**src/rtl/inst_loader.sv**
```systemverilog
// Instruction memory writer: buffers packed instruction fields in a small FIFO and
// drains them one word per cycle into consecutive instruction memory addresses.
module inst_loader #(
    parameter int unsigned ADDR_W     = 4,
    parameter int unsigned MEM_WORDS  = 16,
    parameter int unsigned FIFO_DEPTH = 4
) (
    input  logic              clk,
    input  logic              reset,
    input  logic              start,
    input  logic              in_valid,
    output logic              in_ready,
    input  logic [1:0]        in_op,
    input  logic [1:0]        in_src1,
    input  logic [1:0]        in_src2,
    input  logic [1:0]        in_dest,
    input  logic              in_last,
    output logic              mem_we,
    output logic [ADDR_W-1:0] mem_addr,
    output logic [7:0]        mem_wdata,
    output logic              busy,
    output logic              done,
    output logic              overflow,
    output logic [ADDR_W:0]   word_count
);

    localparam int unsigned PTR_W   = $clog2(FIFO_DEPTH);
    localparam int unsigned CNT_W   = PTR_W + 1;
    localparam int unsigned ENTRY_W = 9;

    typedef enum logic [1:0] {
        S_IDLE,
        S_LOAD,
        S_DONE
    } state_t;

    state_t             state;
    logic [ENTRY_W-1:0] fifo_mem [FIFO_DEPTH];
    logic [PTR_W-1:0]   rd_ptr;
    logic [PTR_W-1:0]   wr_ptr;
    logic [CNT_W-1:0]   count;
    logic               last_seen;
    logic [ADDR_W-1:0]  wr_addr;

    logic               fifo_full;
    logic               fifo_empty;
    logic               accept;
    logic               pop;
    logic [ENTRY_W-1:0] head;
    logic [7:0]         packed_word;

    assign packed_word = {in_op, in_src1, in_src2, in_dest};
    assign fifo_full   = (count == CNT_W'(FIFO_DEPTH));
    assign fifo_empty  = (count == '0);
    assign head        = fifo_mem[rd_ptr];

    // Ready depends only on registered state, never on in_valid.
    assign in_ready = (state == S_LOAD) && !fifo_full && !last_seen;
    assign busy     = (state == S_LOAD);
    assign accept   = in_valid && in_ready;
    assign pop      = (state == S_LOAD) && !fifo_empty;

    // FIFO storage: entry = {packed instruction, last flag}.
    always_ff @(posedge clk) begin
        if (accept) begin
            fifo_mem[wr_ptr] <= {packed_word, in_last};
        end
    end

    always_ff @(posedge clk or negedge reset) begin
        if (!reset) begin
            state      <= S_IDLE;
            rd_ptr     <= '0;
            wr_ptr     <= '0;
            count      <= '0;
            last_seen  <= 1'b0;
            wr_addr    <= '0;
            mem_we     <= 1'b0;
            mem_addr   <= '0;
            mem_wdata  <= '0;
            done       <= 1'b0;
            overflow   <= 1'b0;
            word_count <= '0;
        end else begin
            mem_we <= 1'b0;
            case (state)
                S_IDLE, S_DONE: begin
                    if (start) begin
                        state      <= S_LOAD;
                        rd_ptr     <= '0;
                        wr_ptr     <= '0;
                        count      <= '0;
                        last_seen  <= 1'b0;
                        wr_addr    <= '0;
                        done       <= 1'b0;
                        overflow   <= 1'b0;
                        word_count <= '0;
                    end
                end
                S_LOAD: begin
                    if (accept) begin
                        wr_ptr <= wr_ptr + PTR_W'(1);
                        if (in_last) begin
                            last_seen <= 1'b1;
                        end
                    end
                    if (accept && !pop) begin
                        count <= count + CNT_W'(1);
                    end else if (!accept && pop) begin
                        count <= count - CNT_W'(1);
                    end
                    if (pop) begin
                        rd_ptr     <= rd_ptr + PTR_W'(1);
                        mem_we     <= 1'b1;
                        mem_addr   <= wr_addr;
                        mem_wdata  <= head[ENTRY_W-1:1];
                        word_count <= word_count + (ADDR_W+1)'(1);
                        if (head[0]) begin
                            state   <= S_DONE;
                            done    <= 1'b1;
                            wr_addr <= wr_addr + ADDR_W'(1);
                        end else if (wr_addr == ADDR_W'(MEM_WORDS - 1)) begin
                            // Program too long: keep the final write, drop the rest.
                            state    <= S_DONE;
                            done     <= 1'b1;
                            overflow <= 1'b1;
                            rd_ptr   <= '0;
                            wr_ptr   <= '0;
                            count    <= '0;
                        end else begin
                            wr_addr <= wr_addr + ADDR_W'(1);
                        end
                    end
                end
                default: state <= S_IDLE;
            endcase
        end
    end

endmodule

```
**config.mk**
```make
export PLATFORM = sky130hd
export DESIGN_NAME = inst_loader
export DESIGN_NICKNAME = d
export VERILOG_FILES = /design/src/rtl/inst_loader.sv
export SDC_FILE = /design/constraint.sdc
export NUM_CORES = 1
export LEC_CHECK = 0
export ABC_AREA = 1
export CAP_MARGIN = 40
export CORE_MARGIN = 10
export CORE_UTILIZATION = 56
export CTS_CLUSTER_SIZE = 14
export DETAILED_ROUTE_END_ITERATION = 10
export PLACE_DENSITY = 0.78
export SLEW_MARGIN = 10
export SYNTH_ARGS = -nofsm -noshare
export SYNTH_HDL_FRONTEND = slang
export SYNTH_SLANG_ARGS = --single-unit
```
**constraint.sdc**
```tcl
create_clock -name clk -period 2.3 [get_ports clk]
set_input_delay 0.69 -clock clk [delete_from_list [all_inputs] [get_ports clk]]
set_output_delay 0.69 -clock clk [all_outputs]
set_load 0.05 [all_outputs]
```
==> metrics.yaml, run 1 <==
grt:
  grt_max_degree: 35
  grt_pass1_wl_um: 9890
  track_usage_pct: 14.4
  grt_pass1_vias: 2147
  antenna_found_initial: 0
  grt_overflow_total: 0
route:
  drc: 0
  vias: 2226
  drtPass1Iterations: 4
  viasPerCell: 5.30
  wl_um: 6240
  wire_per_inst_um: 14.9
  drt_iter0_drc: 122
  final_antenna_net_count: 0
floorplan:
  initial_core_util_pct: 57.3
  num_rows: 27
  ioPinCount: 35
  die-area_sq_mm: 0.00894
  die_y_um: 94.6
  die_w_um: 94.6
  core_sq_mm: 0.00544
cts:
  clock_sinks: 70
  htree_levels: 3
  root_buffer: "clkbuf_8"
  cts.clk_slew.worst_paths_ns: 0.07
  clk-insertion-delay-late_ns: 0.35
  cts_tree: "yes"
  numCtsBuffers: 9
  cts_buffer_depth: 2
layout:
  drive_gt1_share_pct: 13.2
  finish.net_count: 365
  num_antenna_cells: 0
  area_growth_pct: 21.1
power:
  finalPower_mw: 5.08
  p_per_area_mw_per_mm2: 1350
  ir_worst_vdd_v: 0.000624
  p_leak_nw: 1.62
sta:
  slew_violations: 0
  rsz0062_at_grt: "false"
  fin_tns_setup_ns: 0
  tightest_slew_ns: 0.523
  fin_ws_ns: 0.0466
  slew_headroom_pct: 65.1
  hold_viol: 0
  min_period_over_period_pct: 98.0
  layout_min_cycle_time_ns: 2.25
  finalSetupViolations: 0
  timing.fmax_ghz: 0.444
  finClkSkew_ns: 0.00693
place:
  place_ws_ns: 0.244
  hpwlAfterDp_um: 4380
  gp_congestion: 0.831
  io_buffers: 34
synth:
  netlist-cell-type-count: 29
  netlist_area_sq_mm: 0.00311
  synthesis.nets: 318
  ys_seq_area_share_pct: 62.0
  synthCells: 296
  synth-simple-area-share_pct: 19.2
  synth_compound_area_share_pct: 7.67
  synth_top_family_by_area: "simple AND/OR/NAND/NOR gates"
  postSynthAreaPerCell_sq_um: 10.5
  ys_ff_latch: 70
  synth_warnings: 0
  synthAdderAreaFrac_pct: 3.62
  synth.mux.area_fraction_pct: 0
  synth_xor_area_share_pct: 1.69
run_status:
  status: "complete, no violations"
critical_path:
  critPathBufInv: 1
  cpLargestDelayFamily: "buffers and inverters"
  cp-start-kind: "flop"
  crit_type: "reg2out"
  cp.arrival_ns: 1.56
  cp.required_ns: 1.61
  path_cells: "clkdlybuf4s50_1"
  critPathMaxStageDelay_ns: 0.82
  endpoint_kind: "output port"
  cp_slowest_cell: "clkdlybuf4s50_1"
  worstPathMaxFanout: 3
job:
  maxCapViolCount: 0
worst_hold_path:
  hp-class: "reg2reg"
[what timing repair did]
item / CTS / global route
gates resized for setup: 3 / 2
buffers inserted: 0 / 2
pin swaps: 1 / 1
hold buffers: 0 / 0
endpoints found under the setup margin: 2 / 3
endpoints found under the hold margin: 0 / 0
cloned: 0 / 0
[area by class of cell]
type / instances / area, sq um
well taps: 72 / 90.1
clock inverters: 7 / 50.0
flip-flops and latches: 70 / 1930
clock buffers: 9 / 124
fillers: 392 / 1670
repair buffers: 45 / 447
multi-input cells: 186 / 1010
inverters: 31 / 119
[sequential cells by signal (all words and copies together), names as in the netlist]
name,count
done,1
mem_wdata,8
wr_addr,4
wr_ptr,2
last_seen,1
mem_addr,4
state,2
fifo_mem,36
mem_we,1
overflow,1
count,3
word_count,5
rd_ptr,2
[Yosys cell counts (all sizes together)]
master  count  area share, %
inv        31            3.8
ha          9            3.6
dfrtp      34             27
nand2      43            5.9
a31oi       9            2.3
or2         1           0.20
nor2       53            7.1
edfxtp     36             35
o21ai      29            4.7
nand4       9            2.3
clkbuf      2           0.24
xor2        4            1.1
nand3      22            3.5
xnor2       2           0.56
a21oi       3           0.48
nand3b      1           0.24
buf         7            1.7
o31ai       1           0.24
[where the power goes]
| part | internal [mW] | leakage [nW] | total, mW | switching, mW |
|---|---|---|---|---|
| Combinational | 0.815 | 0.781 | 2.39 | 1.58 |
| Sequential | 1.60 | 0.757 | 1.81 | 0.210 |
| Clock | 0.392 | 0.0832 | 0.867 | 0.475 |
| Total | 2.81 | 1.62 | 5.08 | 2.26 |
[metal layers]
layer,track usage (%),part of all wire [%],wire length [um]
met1,17.1,44,2750
met2,22.9,48,2990
met3,3.57,5.8,363
met4,9.10,2.3,145
met5,0,0,0
[through the flow]
step	cell area [sq um]	hold WS, ns	std cells	utilization (%)
2_1_floorplan	3110	0.394	296	-
3_3_place_gp	3570	0.465	402	65.7
3_5_place_dp	3570	0.473	402	65.7
4_1_cts	3750	0.491	418	69.0
5_1_grt	3770	0.509	420	69.4
6_report	3770	0.483	420	69.4
[cell families (layout without fill, tap and decap cells)]
logic type | after synthesis | count (layout)
AOI/OAI and AO/OA | 42 | 42
and+or+nand+nor | 129 | 129
buffers and inverters | 40 | 92
adders and majority gates | 9 | 9
xor gates and xnor gates | 6 | 6
DFF | 70 | 70
[path summary, 6_finish.rpt]
kind	startpoint	to	slack [ns]	cells after the start
worst max-delay path	word_count[3]	word_count[3]	0.05	1
worst min-delay path	mem_addr[3]	mem_addr[3]	0.48	2
worst max register to register	count[0]	mem_wdata[3]	0.53	8
worst min register to register	mem_addr[3]	mem_addr[3]	0.48	2
max in group asynchronous	reset	count[0]	1.21	2
min in group asynchronous	reset	mem_wdata[6]	0.77	2
[cell usage in the layout, fill, tap and decap left out, drive strengths merged]
cell	n
nand4	9
buf	13
nand3b	1
or2	1
clkinvlp	2
o31ai	1
o21ai	29
clkdlybuf4s50	29
xor2	4
a21oi	3
xnor2	2
inv	32
clkbuf	9
nand2	43
nand3	22
clkinv	4
dlymetal6s2s	2
a31oi	9
nor2	53
ha	9
dfrtp	34
dlygate4sd2	1
edfxtp	36
Power figures use the tool's default switching activity.
==> inputs of run 2 (changes only) <==
--- a/config.mk
+++ b/config.mk
@@ -12,7 +12,7 @@
 export CTS_CLUSTER_SIZE = 14
 export DETAILED_ROUTE_END_ITERATION = 10
 export PLACE_DENSITY = 0.78
-export SLEW_MARGIN = 10
+export SLEW_MARGIN = 20
 export SYNTH_ARGS = -nofsm -noshare
 export SYNTH_HDL_FRONTEND = slang
 export SYNTH_SLANG_ARGS = --single-unit
==> results of run 2 <==
Same layout as run 1: the final DEF is identical, and so are final timing and power.
==> RTL edit (config.mk and constraints of run 1) <==
Encoding of `state_t`: now one-hot (3 bits for 3 states).
--- a/src/rtl/inst_loader.sv
+++ b/src/rtl/inst_loader.sv
@@ -28,10 +28,10 @@
     localparam int unsigned CNT_W   = PTR_W + 1;
     localparam int unsigned ENTRY_W = 9;
 
-    typedef enum logic [1:0] {
-        S_IDLE,
-        S_LOAD,
-        S_DONE
+    typedef enum logic [2:0] {
+        S_IDLE = 3'b001,
+        S_LOAD = 3'b010,
+        S_DONE = 3'b100
     } state_t;
 
     state_t             state;
Check against the original RTL: same outputs for any inputs over 10 cycles, from zero or initial values and one cycle with reset low; not proved beyond that.
==> RTL edit against run 1 <==
  * Synthesized cell count increased by 3.4%
  * Setup slack got worse by 0.0096 ns
  * Non-clock buffer count decreased by 3
  * Synthesized area increased by 2.8%
  * First-iteration DRC count increased by 19%
  * Worst hold slack about the same
  * Routed wire length increased by 9.1%
  * Sequential cell count increased by 1
  * Final area increased by 3.5%
  * Power decreased by 2.2%
  * Largest power group unchanged
==> RTL edit: results (changes against run 1) <==
placement:
  placed_area_um2: 3670  # +2.9%
  place_hpwl_um: 4880  # +11%
  place.gp.congestion: 0.895  # +7.7%
layout:
  fill_cells: 413  # +5.4%
  final_common_cell: "nand2_1"
  layout-drive-gt1-share_pct: 13.7  # +0.51 points
logic_synthesis:
  synth.distinct_cells: 33  # +14%
  synthArstFlopShare_pct: 49.3  # +0.72 points
  syn-num-nets: 328  # +3.1%
  seq_area_frac_synth_pct: 61.2  # -0.88 points
  yosys-top-cells-count: "nand2_1, edfxtp_1, dfrtp_1"
setup_path:
  worstSetupStartpoint: "word_count[1]$_DFFE_PN0P_"
  endpoint: "word_count[1]"
  r2r_end: "wr_ptr[1]$_DFFE_PN0P_"
  r2r_cells: 9  # +1
  r2r_slack_ns: 0.46  # -0.07 ns
  r2r_start: "rd_ptr[0]$_DFFE_PN0P_"
  crit_fanout: 4  # +1
status:
  status: "complete, no violations"
detailed_routing:
  wl_per_cell_um: 15.9  # +6.9%
  drt_iter0_markers: 145  # +19%
  via_per_inst: 5.35  # +0.98%
clocking:
  htree_levels: 3  # unchanged
timing:
  finClkSkew_ns: 0.00862  # +0.00169 ns
  worstMarginPinSlew_ns: 0.639  # +0.115 ns
pwr:
  ir_worst_vdd_v: 0.000874  # +40%
  p_leak_nw: 1.75  # +7.8%
  power.density_nw_per_um2: 1270  # -5.5%
grt:
  grt_usage_pct: 15.4  # +1.1 points
  grt_pass1_vias: 2269  # +5.7%
  grt_start_max_net_pins: 36  # +2.9%
  grt_pass1_wl_um: 11000  # +11%
==> RTL edit: cell type report <==
| type | instances | area share (%) |
|---|---|---|
| clock inverter | 7 | 2.44 |
| clock buffer | 9 | 3.17 |
| tap | 72 | 2.31 |
| inverter | 27 | 2.72 |
| sequential | 71 | 50.2 |
| multi-input combinational | 201 | 28.2 |
| timing repair buffer | 42 | 11.0 |
==> RTL edit: through the flow <==
step,setup slack (ns),instances
6_report,0.0370,429
4_1_cts,0.00219,429
5_1_grt,0.00306,429
2_1_floorplan,0.412,306
3_5_place_dp,0.244,413
3_3_place_gp,0.278,413
==> RTL edit: cells by family (layout without fill, tap and decap cells) <==
| family | count (synthesis) | after routing | share of synthesized area [%] |
|---|---|---|---|
| buffers and inverters | 34 | 85 | 4.49 |
| AND/OR/NAND/NOR | 145 | 145 | 21.6 |
| adder cells (fa/ha/maj) | 9 | 9 | 3.52 |
| XOR/XNOR | 5 | 5 | 1.37 |
| flip-flops | 71 | 71 | 61.2 |
| AO/OA/AOI/OAI | 41 | 41 | 7.58 |
| multiplexers | 1 | 1 | 0.313 |
==> RTL edit: per-layer routing <==
| layer | part of all wire (%) | routed length [um] | global-route usage, % | vias up |
|---|---|---|---|---|
| li1 | - | - | - | 1119 |
| met1 | 44 | 2990 | 20.4 | 1086 |
| met2 | 48 | 3250 | 24.3 | 81 |
| met3 | 7.1 | 485 | 3.22 | 10 |
| met4 | 1.2 | 83 | 6.27 | 0 |
| met5 | 0 | 0 | 0 | - |
==> RTL edit: how the worst min path moves through the flow <==
stage	startpoint	end	slack (ns)	depth (start not counted)
floorplan	reset	count[0]$_DFFE_PN0P_	0.39	0
global placement	mem_addr[2]$_DFFE_PN0P_	mem_addr[2]$_DFFE_PN0P_	0.46	2
detailed placement	mem_addr[0]$_DFFE_PN0P_	mem_addr[0]$_DFFE_PN0P_	0.47	2
CTS	mem_addr[0]$_DFFE_PN0P_	mem_addr[0]$_DFFE_PN0P_	0.49	2
global route	mem_addr[0]$_DFFE_PN0P_	mem_addr[0]$_DFFE_PN0P_	0.51	2
finish	mem_addr[0]$_DFFE_PN0P_	mem_addr[0]$_DFFE_PN0P_	0.48	2
==> RTL edit: timing repair <==
| action | CTS | global route |
|---|---|---|
| resized for setup | 0 | 4 |
| endpoints found under the hold margin | 0 | 0 |
| setup endpoints to repair | 0 | 4 |
==> RTL edit: report_power, final <==
group          leakage, nW  internal, mW  switching (mW)
combinational        0.848         0.689            1.38
clock                0.111         0.612           0.477
sequential           0.788          1.57           0.240
